File: src/rtl/filter_frame_sequencer_if.sv
// ---------------------------------------------------------------------------
// filter_frame_sequencer_if
// Bundles every bus of the frame sequencer: the frame request/status pair,
// the three-port input RAM read bus, the 3x3 filter core stream and the
// output RAM write bus.
//   slave  : the sequencer side (drives read/write/core strobes and status)
//   master : the surrounding system (issues start, returns RAM and core data)
// ---------------------------------------------------------------------------
interface filter_frame_sequencer_if #(
    parameter int ADDR_W = 19
);
    // frame control
    logic              start;
    logic [7:0]        filter_sel;
    logic              busy;
    logic              done;
    // input RAM read bus
    logic              rd_en;
    logic [ADDR_W-1:0] rd_addr1;
    logic [ADDR_W-1:0] rd_addr2;
    logic [ADDR_W-1:0] rd_addr3;
    logic [7:0]        rd_data1;
    logic [7:0]        rd_data2;
    logic [7:0]        rd_data3;
    // filter core stream
    logic              core_start;
    logic [7:0]        core_filter;
    logic [7:0]        core_pixel1;
    logic [7:0]        core_pixel2;
    logic [7:0]        core_pixel3;
    logic [7:0]        core_pixel;
    // output RAM write bus
    logic              wr_en;
    logic [ADDR_W-1:0] wr_addr;
    logic [7:0]        wr_data;

    modport slave (
        input  start, filter_sel,
        input  rd_data1, rd_data2, rd_data3,
        input  core_pixel,
        output busy, done,
        output rd_en, rd_addr1, rd_addr2, rd_addr3,
        output core_start, core_filter, core_pixel1, core_pixel2, core_pixel3,
        output wr_en, wr_addr, wr_data
    );

    modport master (
        output start, filter_sel,
        output rd_data1, rd_data2, rd_data3,
        output core_pixel,
        input  busy, done,
        input  rd_en, rd_addr1, rd_addr2, rd_addr3,
        input  core_start, core_filter, core_pixel1, core_pixel2, core_pixel3,
        input  wr_en, wr_addr, wr_data
    );
endinterface

File: src/rtl/filter_frame_sequencer.sv
// ---------------------------------------------------------------------------
// filter_frame_sequencer
// Frame-level controller for the 3x3 window filter core. On start it walks
// the interior output rows of an IMG_W x IMG_H image, reading rows r-1, r and
// r+1 one column per clock from a three-port synchronous RAM, streams them
// into the core, and writes each core result to the output RAM at the
// centre-pixel address. A tag pipeline travelling alongside the core carries
// the write address and a valid bit so the core needs no address of its own.
//
// Ports:
//   clk    : system clock, rising edge
//   rst_n  : asynchronous active-low reset
//   bus    : filter_frame_sequencer_if.slave
//            start/filter_sel in, busy/done out
//            rd_en/rd_addr1..3 out, rd_data1..3 in (1 clk read latency)
//            core_start/core_filter/core_pixel1..3 out, core_pixel in
//            wr_en/wr_addr/wr_data out
//
// State table:
//   S_IDLE   | waiting for start; outputs quiet
//   S_STREAM | one column read per clock across all interior rows
//   S_DRAIN  | reads finished; waiting for the last tag to leave the pipe
//   S_FINISH | one-clock done pulse, busy drops, back to idle
// ---------------------------------------------------------------------------
module filter_frame_sequencer #(
    parameter int IMG_W      = 640,
    parameter int IMG_H      = 480,
    parameter int ADDR_W     = 19,
    parameter int FILTER_LAT = 4
) (
    input  logic                    clk,
    input  logic                    rst_n,
    filter_frame_sequencer_if.slave bus
);

    localparam int COL_W = (IMG_W > 2) ? $clog2(IMG_W) : 1;
    localparam int ROW_W = (IMG_H > 2) ? $clog2(IMG_H) : 1;
    localparam int TAG_D = 1 + FILTER_LAT;

    localparam logic [COL_W-1:0]  LAST_COL = COL_W'(IMG_W - 1);
    localparam logic [ROW_W-1:0]  LAST_ROW = ROW_W'(IMG_H - 2);
    localparam logic [ADDR_W-1:0] W_A      = ADDR_W'(IMG_W);
    localparam logic [ADDR_W-1:0] W2_A     = ADDR_W'(2 * IMG_W);
    // every tag stage except the one leaving this clock
    localparam logic [TAG_D-1:0]  TAG_MASK_IN = {TAG_D{1'b1}} >> 1;

    typedef enum logic [1:0] {
        S_IDLE   = 2'd0,
        S_STREAM = 2'd1,
        S_DRAIN  = 2'd2,
        S_FINISH = 2'd3
    } state_t;

    state_t            r_state;
    logic [COL_W-1:0]  r_col;
    logic [ROW_W-1:0]  r_row;
    logic [ADDR_W-1:0] r_row_base;    // (r-1)*IMG_W
    logic              r_busy;
    logic              r_done;
    logic              r_rd_en;
    logic [ADDR_W-1:0] r_rd_addr1;
    logic [ADDR_W-1:0] r_rd_addr2;
    logic [ADDR_W-1:0] r_rd_addr3;
    logic              r_core_start;
    logic [7:0]        r_core_filter;

    logic [TAG_D-1:0]  r_tag_vld;
    logic [ADDR_W-1:0] r_tag_addr [TAG_D];

    logic              r_wr_en;
    logic [ADDR_W-1:0] r_wr_addr;
    logic [7:0]        r_wr_data;

    logic              w_last_col;
    logic              w_last_row;
    logic [COL_W-1:0]  w_next_col;
    logic [ADDR_W-1:0] w_next_base;
    logic [ADDR_W-1:0] w_next_addr1;
    logic              w_push_vld;
    logic [ADDR_W-1:0] w_push_addr;
    logic              w_tags_in_flight;

    assign w_last_col   = (r_col == LAST_COL);
    assign w_last_row   = (r_row == LAST_ROW);
    assign w_next_col   = w_last_col ? '0 : r_col + COL_W'(1);
    assign w_next_base  = w_last_col ? r_row_base + W_A : r_row_base;
    assign w_next_addr1 = w_next_base + ADDR_W'(w_next_col);

    // The window ending at column c is centred on c-1 of row r. Columns 0
    // and 1 still mix in the tail of the previous row, so they never write.
    assign w_push_vld  = r_rd_en && (r_col >= COL_W'(2));
    assign w_push_addr = r_rd_addr2 - ADDR_W'(1);

    assign w_tags_in_flight = |(r_tag_vld & TAG_MASK_IN);

    // ------------------------------------------------------------------
    // Control FSM: read address generation, status and core enable
    // ------------------------------------------------------------------
    always_ff @(posedge clk or negedge rst_n) begin
        if (!rst_n) begin
            r_state       <= S_IDLE;
            r_col         <= '0;
            r_row         <= '0;
            r_row_base    <= '0;
            r_busy        <= 1'b0;
            r_done        <= 1'b0;
            r_rd_en       <= 1'b0;
            r_rd_addr1    <= '0;
            r_rd_addr2    <= '0;
            r_rd_addr3    <= '0;
            r_core_start  <= 1'b0;
            r_core_filter <= '0;
        end else begin
            r_done       <= 1'b0;
            // read data is valid exactly one clock after the strobe
            r_core_start <= r_rd_en;

            case (r_state)
                S_IDLE: begin
                    // a start seen while done is still high is dropped
                    if (bus.start && !r_done) begin
                        r_core_filter <= bus.filter_sel;
                        r_busy        <= 1'b1;
                        r_row         <= ROW_W'(1);
                        r_col         <= '0;
                        r_row_base    <= '0;
                        r_rd_en       <= 1'b1;
                        r_rd_addr1    <= '0;
                        r_rd_addr2    <= W_A;
                        r_rd_addr3    <= W2_A;
                        r_state       <= S_STREAM;
                    end
                end

                S_STREAM: begin
                    if (w_last_col && w_last_row) begin
                        r_rd_en <= 1'b0;
                        r_col   <= '0;
                        r_row   <= '0;
                        r_state <= S_DRAIN;
                    end else begin
                        r_col      <= w_next_col;
                        r_row_base <= w_next_base;
                        if (w_last_col) begin
                            r_row <= r_row + ROW_W'(1);
                        end
                        r_rd_addr1 <= w_next_addr1;
                        r_rd_addr2 <= w_next_addr1 + W_A;
                        r_rd_addr3 <= w_next_addr1 + W2_A;
                    end
                end

                S_DRAIN: begin
                    // the final tag leaves on this edge and becomes the last write
                    if (!w_tags_in_flight) begin
                        r_state <= S_FINISH;
                    end
                end

                S_FINISH: begin
                    r_done  <= 1'b1;
                    r_busy  <= 1'b0;
                    r_state <= S_IDLE;
                end

                default: begin
                    r_state <= S_IDLE;
                end
            endcase
        end
    end

    // ------------------------------------------------------------------
    // Tag pipeline: one stage for the RAM read, FILTER_LAT for the core.
    // Idle and drain cycles shift in empty tags.
    // ------------------------------------------------------------------
    always_ff @(posedge clk or negedge rst_n) begin
        if (!rst_n) begin
            r_tag_vld <= '0;
            for (int i = 0; i < TAG_D; i++) begin
                r_tag_addr[i] <= '0;
            end
        end else begin
            r_tag_vld[0]  <= w_push_vld;
            r_tag_addr[0] <= w_push_addr;
            for (int i = 1; i < TAG_D; i++) begin
                r_tag_vld[i]  <= r_tag_vld[i-1];
                r_tag_addr[i] <= r_tag_addr[i-1];
            end
        end
    end

    // ------------------------------------------------------------------
    // Write stage: core_pixel is aligned with the tag leaving the pipe
    // ------------------------------------------------------------------
    always_ff @(posedge clk or negedge rst_n) begin
        if (!rst_n) begin
            r_wr_en   <= 1'b0;
            r_wr_addr <= '0;
            r_wr_data <= '0;
        end else begin
            r_wr_en <= r_tag_vld[TAG_D-1];
            if (r_tag_vld[TAG_D-1]) begin
                r_wr_addr <= r_tag_addr[TAG_D-1];
                r_wr_data <= bus.core_pixel;
            end
        end
    end

    assign bus.busy        = r_busy;
    assign bus.done        = r_done;
    assign bus.rd_en       = r_rd_en;
    assign bus.rd_addr1    = r_rd_addr1;
    assign bus.rd_addr2    = r_rd_addr2;
    assign bus.rd_addr3    = r_rd_addr3;
    assign bus.core_start  = r_core_start;
    assign bus.core_filter = r_core_filter;
    assign bus.core_pixel1 = bus.rd_data1;
    assign bus.core_pixel2 = bus.rd_data2;
    assign bus.core_pixel3 = bus.rd_data3;
    assign bus.wr_en       = r_wr_en;
    assign bus.wr_addr     = r_wr_addr;
    assign bus.wr_data     = r_wr_data;

endmodule

File: src/flat_wrapper.sv
// flat-port wrapper written by rule: the top's interface ports become plain ports
module filter_frame_sequencer_flat 
#(
    parameter int IMG_W      = 640,
    parameter int IMG_H      = 480,
    parameter int ADDR_W     = 19,
    parameter int FILTER_LAT = 4
)
  (clk, rst_n, bus_start, bus_filter_sel, bus_rd_data1, bus_rd_data2, bus_rd_data3, bus_core_pixel, bus_busy, bus_done, bus_rd_en, bus_rd_addr1, bus_rd_addr2, bus_rd_addr3, bus_core_start, bus_core_filter, bus_core_pixel1, bus_core_pixel2, bus_core_pixel3, bus_wr_en, bus_wr_addr, bus_wr_data);
  filter_frame_sequencer_if #(.ADDR_W(ADDR_W)) bus_i ();
  input  logic clk;
  input  logic rst_n;
  input wire logic [$bits(bus_i.start)-1:0] bus_start;
  input wire logic [$bits(bus_i.filter_sel)-1:0] bus_filter_sel;
  input wire logic [$bits(bus_i.rd_data1)-1:0] bus_rd_data1;
  input wire logic [$bits(bus_i.rd_data2)-1:0] bus_rd_data2;
  input wire logic [$bits(bus_i.rd_data3)-1:0] bus_rd_data3;
  input wire logic [$bits(bus_i.core_pixel)-1:0] bus_core_pixel;
  output wire logic [$bits(bus_i.busy)-1:0] bus_busy;
  output wire logic [$bits(bus_i.done)-1:0] bus_done;
  output wire logic [$bits(bus_i.rd_en)-1:0] bus_rd_en;
  output wire logic [$bits(bus_i.rd_addr1)-1:0] bus_rd_addr1;
  output wire logic [$bits(bus_i.rd_addr2)-1:0] bus_rd_addr2;
  output wire logic [$bits(bus_i.rd_addr3)-1:0] bus_rd_addr3;
  output wire logic [$bits(bus_i.core_start)-1:0] bus_core_start;
  output wire logic [$bits(bus_i.core_filter)-1:0] bus_core_filter;
  output wire logic [$bits(bus_i.core_pixel1)-1:0] bus_core_pixel1;
  output wire logic [$bits(bus_i.core_pixel2)-1:0] bus_core_pixel2;
  output wire logic [$bits(bus_i.core_pixel3)-1:0] bus_core_pixel3;
  output wire logic [$bits(bus_i.wr_en)-1:0] bus_wr_en;
  output wire logic [$bits(bus_i.wr_addr)-1:0] bus_wr_addr;
  output wire logic [$bits(bus_i.wr_data)-1:0] bus_wr_data;
  assign bus_i.start = bus_start;
  assign bus_i.filter_sel = bus_filter_sel;
  assign bus_i.rd_data1 = bus_rd_data1;
  assign bus_i.rd_data2 = bus_rd_data2;
  assign bus_i.rd_data3 = bus_rd_data3;
  assign bus_i.core_pixel = bus_core_pixel;
  assign bus_busy = bus_i.busy;
  assign bus_done = bus_i.done;
  assign bus_rd_en = bus_i.rd_en;
  assign bus_rd_addr1 = bus_i.rd_addr1;
  assign bus_rd_addr2 = bus_i.rd_addr2;
  assign bus_rd_addr3 = bus_i.rd_addr3;
  assign bus_core_start = bus_i.core_start;
  assign bus_core_filter = bus_i.core_filter;
  assign bus_core_pixel1 = bus_i.core_pixel1;
  assign bus_core_pixel2 = bus_i.core_pixel2;
  assign bus_core_pixel3 = bus_i.core_pixel3;
  assign bus_wr_en = bus_i.wr_en;
  assign bus_wr_addr = bus_i.wr_addr;
  assign bus_wr_data = bus_i.wr_data;
  filter_frame_sequencer #(.IMG_W(IMG_W), .IMG_H(IMG_H), .ADDR_W(ADDR_W), .FILTER_LAT(FILTER_LAT)) u_core (.clk(clk), .rst_n(rst_n), .bus(bus_i));
endmodule
File: config.mk
export PLATFORM = sky130hd
export DESIGN_NAME = filter_frame_sequencer_flat
export DESIGN_NICKNAME = d
export VERILOG_FILES = /design/src/rtl/filter_frame_sequencer_if.sv /design/src/rtl/filter_frame_sequencer.sv /design/src/flat_wrapper.sv
export SDC_FILE = /design/constraint.sdc
export NUM_CORES = 1
export LEC_CHECK = 0
export BUFFER_PORTS_ARGS = -buffer_cell sky130_fd_sc_hd__buf_2
export CAP_MARGIN = 20
export CORE_AREA = 3 3 108 162
export DETAILED_ROUTE_END_ITERATION = 10
export DIE_AREA = 0 0 111 165
export GPL_TIMING_DRIVEN = 0
export PLACE_DENSITY = 0.78
export SLEW_MARGIN = 20
export SYNTH_ARGS = -nofsm -noshare
export SYNTH_HDL_FRONTEND = slang
export SYNTH_SLANG_ARGS = --single-unit
File: constraint.sdc
create_clock -name clk -period 6 [get_ports clk]
set_clock_uncertainty 0.15 [all_clocks]
set_input_delay 0.6 -clock clk [delete_from_list [all_inputs] [get_ports clk]]
set_output_delay 0.6 -clock clk [all_outputs]
set_load 0.02 [all_outputs]
==> results.py <==
metrics = {
    "cts": {
        "tritoncts": "yes",
        "clkLatencyLatePin_ns": 0.48,
        "post_cts_buffers": 0,
        "h-tree-depth": 1,
        "ctsResizeCount": 0,
        "cts_buffers": 19,
        "cts_buffer_depth": 3,
        "ctsRootBufferMaster": "clkbuf_16",
        "clkSinkCount": 215,
        "path_clk_slew_ns": 0.06,
    },
    "logic_synthesis": {
        "synth_warnings": 0,
        "yosysUniqueCellTypes": 68,
        "synth_xor_area_share_pct": 6.63,
        "synth_mux_area_share_pct": 5.12,
        "synth-seq-area-share_pct": 60.9,
        "synth_area_leaders": "dfrtp_1, mux2_2, xor2_1",
        "async_reset_ff_share_pct": 100,
        "synth-edff-count": 0,
        "syn_nets": 766,
        "synth_fa_ha_area_share_pct": 2.27,
        "synth_area_mm2": 0.00883,
        "synth_top_family_by_area": "simple AND/OR/NAND/NOR gates",
        "synth_seq_cells": 215,
        "synthFlopType": "dfrtp_1",
        "synth-compound-area-share_pct": 8.65,
        "synth_top_area_share_pct": 60.9,
        "postSynthCellCount": 707,
        "yosys.area_share.simple_pct": 10.9,
        "syn_area_per_cell_um2": 12.5,
        "synth_largest_area_cell": "dfrtp_1",
    },
    "critical_path": {
        "crit_slowest_cell": "mux2i_2",
        "crit_buf_inv": 2,
        "arrival_ns": 5.13,
        "crit_family": "simple AND/OR/NAND/NOR gates",
        "worstPathCellList": "ha_1, nand4_2, or3_1, buf_2, nor2_1, xor2_1, ha_1, a21oi_1, a21boi_0, mux2i_2, and2_4, buf_6, o21ai_2, a2111oi_2, xor2_1, o21ai_1",
        "cp_max_fo": 10,
        "critical_path_class": "flip-flop to flip-flop",
        "required_ns": 6.20,
        "cpPeakStageDelay_ns": 0.55,
        "endpoint_kind": "flip-flop",
        "critPathLaunchType": "flip-flop",
    },
    "timing": {
        "fmax_mhz": 203,
        "relSlewSlack_pct": 34.3,
        "period_needed_ns": 4.93,
        "finalMaxSlewViolations": 0,
        "min_period_over_period_pct": 82.2,
        "grt_setup_unrepaired": "no",
        "finalHoldViolCount": 0,
        "setup_viol": 0,
        "tightestPinTransition_ns": 0.979,
        "setup_tns_ns": 0,
    },
    "layout": {
        "drive_above_1_share_pct": 31.3,
        "num-nets-final": 929,
        "antennaDiodeCount": 0,
        "area_delta_synth_final_pct": 18.3,
    },
    "outcome": {
        "outcome": "completed",
    },
    "global_route": {
        "gr-usage-met1_pct": 23.7,
        "grt_pass1_wl_um": 29300,
        "grt.met3_usage_pct": 2.64,
        "grtUsageMet2_pct": 35.8,
        "grt_overflow": 0,
        "antenna_found_initial": 0,
        "grt_pass1_vias": 5844,
        "grt_max_degree": 101,
        "grtUsageTotal_pct": 19.5,
        "grt.busiest_layer": "met2",
    },
    "detailed_routing": {
        "viasPerCell": 5.29,
        "drc": 0,
        "wl_um": 17400,
        "antenna_left": 0,
        "wl_per_cell_um": 16.0,
        "drt_iter0_markers": 211,
        "vias": 5760,
        "first_pass_iters": 4,
    },
    "min_path": {
        "hold_path.class": "primary input to flip-flop",
    },
    "die": {
        "start_util_pct": 54.5,
        "io-pin-count": 164,
        "fp.dieH_um": 165,
        "dieArea_mm2": 0.0183,
        "core_mm2": 0.0162,
        "die-width_um": 111,
        "core.rowCount": 57,
    },
    "run": {
        "maxCapViolCount": 0,
    },
    "power": {
        "p_leak_nw": 5.31,
        "total_power_mw": 2.67,
        "power_density_mw_per_mm2": 256,
        "ir_drop_uv": 196,
    },
    "placed_design": {
        "place_congestion": 0.874,
        "dp_hpwl_um": 12600,
        "portBuffers": 139,
    },
}
worst paths after layout:
check,startpoint,endpoint,slack [ns],cells past startpoint
worst max register to register,u_core.r_col[0],u_core.bus.rd_addr3[17],1.07,16
min in group asynchronous,rst_n,u_core.r_tag_addr[40],0.47,2
worst min register to register,u_core.r_tag_addr[28],u_core.r_tag_addr[9],0.20,0
max in group asynchronous,rst_n,u_core.r_tag_addr[36],4.43,3
worst min-delay path,bus_filter_sel[5],u_core.bus.core_filter[5],0.20,2
worst max-delay path,u_core.r_col[0],u_core.bus.rd_addr3[17],1.07,16
per-stage QoR:
step	instances	hold slack, ns	util (%)	cell area [µm²]	worst slack [ns]
finish	1088	0.196	64.5	10400	1.07
global route	1088	0.185	64.5	10400	0.642
CTS	1088	0.184	64.5	10400	1.09
detailed placement	1054	0.185	60.8	9850	1.13
global placement	1052	0.181	60.4	9780	0.667
floorplan	707	0.154	-	8830	1.66
Yosys cell counts (all sizes together) (2+ instances only):
| library cell | count |
|---|---|
| a32o | 4 |
| and4 | 4 |
| nor3 | 10 |
| o21ai | 51 |
| clkbuf | 16 |
| nand4 | 9 |
| a21boi | 2 |
| inv | 12 |
| nand3 | 15 |
| o22ai | 3 |
| and2 | 5 |
| nand2 | 55 |
| a21oi | 15 |
| a22o | 12 |
| o211ai | 2 |
| a22oi | 2 |
| buf | 53 |
| nand3b | 3 |
| a2111oi | 2 |
| a31oi | 3 |
| mux2 | 38 |
| or3 | 3 |
| and3 | 6 |
| o31ai | 5 |
| a21o | 4 |
| dfrtp | 215 |
| mux2i | 2 |
| nor3b | 2 |
| or4 | 3 |
| xor2 | 36 |
| xnor2 | 27 |
| or3b | 2 |
| nor2 | 37 |
| o41ai | 3 |
| nand2b | 7 |
| ha | 16 |
| nor4 | 13 |
repair_timing:
| action | in CTS | in global routing |
|---|---|---|
| hold buffers | 1 | 0 |
| hold endpoints to repair | 49 | 0 |
| endpoints found under the setup margin | 0 | 0 |
layout make-up:
type                            count  area (µm²)
Fill cell                        1236        5740
Sequential cell                   215        5380
Multi-Input combinational cell    411        2960
Timing Repair Buffer              142         771
Clock buffer                       26         522
Buffer                             69         438
Tap cell                          206         258
Clock inverter                      7        68.8
Inverter                           12        45.0
logic make-up (layout without fill, tap and decap cells):
kind of cell | after synthesis | in the layout
AND/OR/NAND/NOR | 178 | 178
AO/OA/AOI/OAI | 114 | 114
adder cells (fa/ha/maj) | 16 | 16
flip-flops | 215 | 215
multiplexers | 40 | 40
buffers and inverters | 81 | 256
XOR/XNOR | 63 | 63
placed cells by master, fill, tap and decap left out, types with 12 or more instances in the layout:
cell / count
nand2_1: 55
buf_2: 146
dfrtp_1: 215
o21ai_1: 12
ha_1: 16
a22o_1: 12
buf_4: 39
nor2_1: 37
a21oi_1: 15
clkbuf_1: 21
mux2_2: 37
xnor2_1: 26
nand3_1: 15
clkbuf_16: 19
o21ai_0: 38
inv_1: 12
xor2_1: 34
layer usage:
| layer | vias up | wire length, µm |
|---|---|---|
| met2 | 155 | 9430 |
| met5 | - | 0 |
| met3 | 31 | 751 |
| met1 | 2839 | 6750 |
| met4 | 0 | 451 |
| li1 | 2735 | - |
sequential cells by signal, indices dropped and copies added, names as in the netlist:
signal / flops
u_core.r_tag_addr: 95
u_core.bus.rd_addr3: 19
u_core.bus.wr_addr: 19
u_core.bus.rd_addr2: 12
u_core.r_row_base: 12
u_core.bus.rd_addr1: 11
u_core.r_col: 10
u_core.r_row: 9
u_core.bus.core_filter: 8
u_core.bus.wr_data: 8
u_core.r_tag_vld: 5
u_core.r_state: 2
u_core.bus.busy: 1
u_core.bus.core_start: 1
u_core.bus.done: 1
u_core.bus.rd_en: 1
u_core.bus.wr_en: 1
power by group:
| group | internal [mW] | switching, mW |
|---|---|---|
| combinational | 0.0242 | 0.0439 |
| clock | 0.656 | 0.499 |
| sequential | 1.45 | 0 |
No activity file was read; power rests on OpenSTA's default activity.
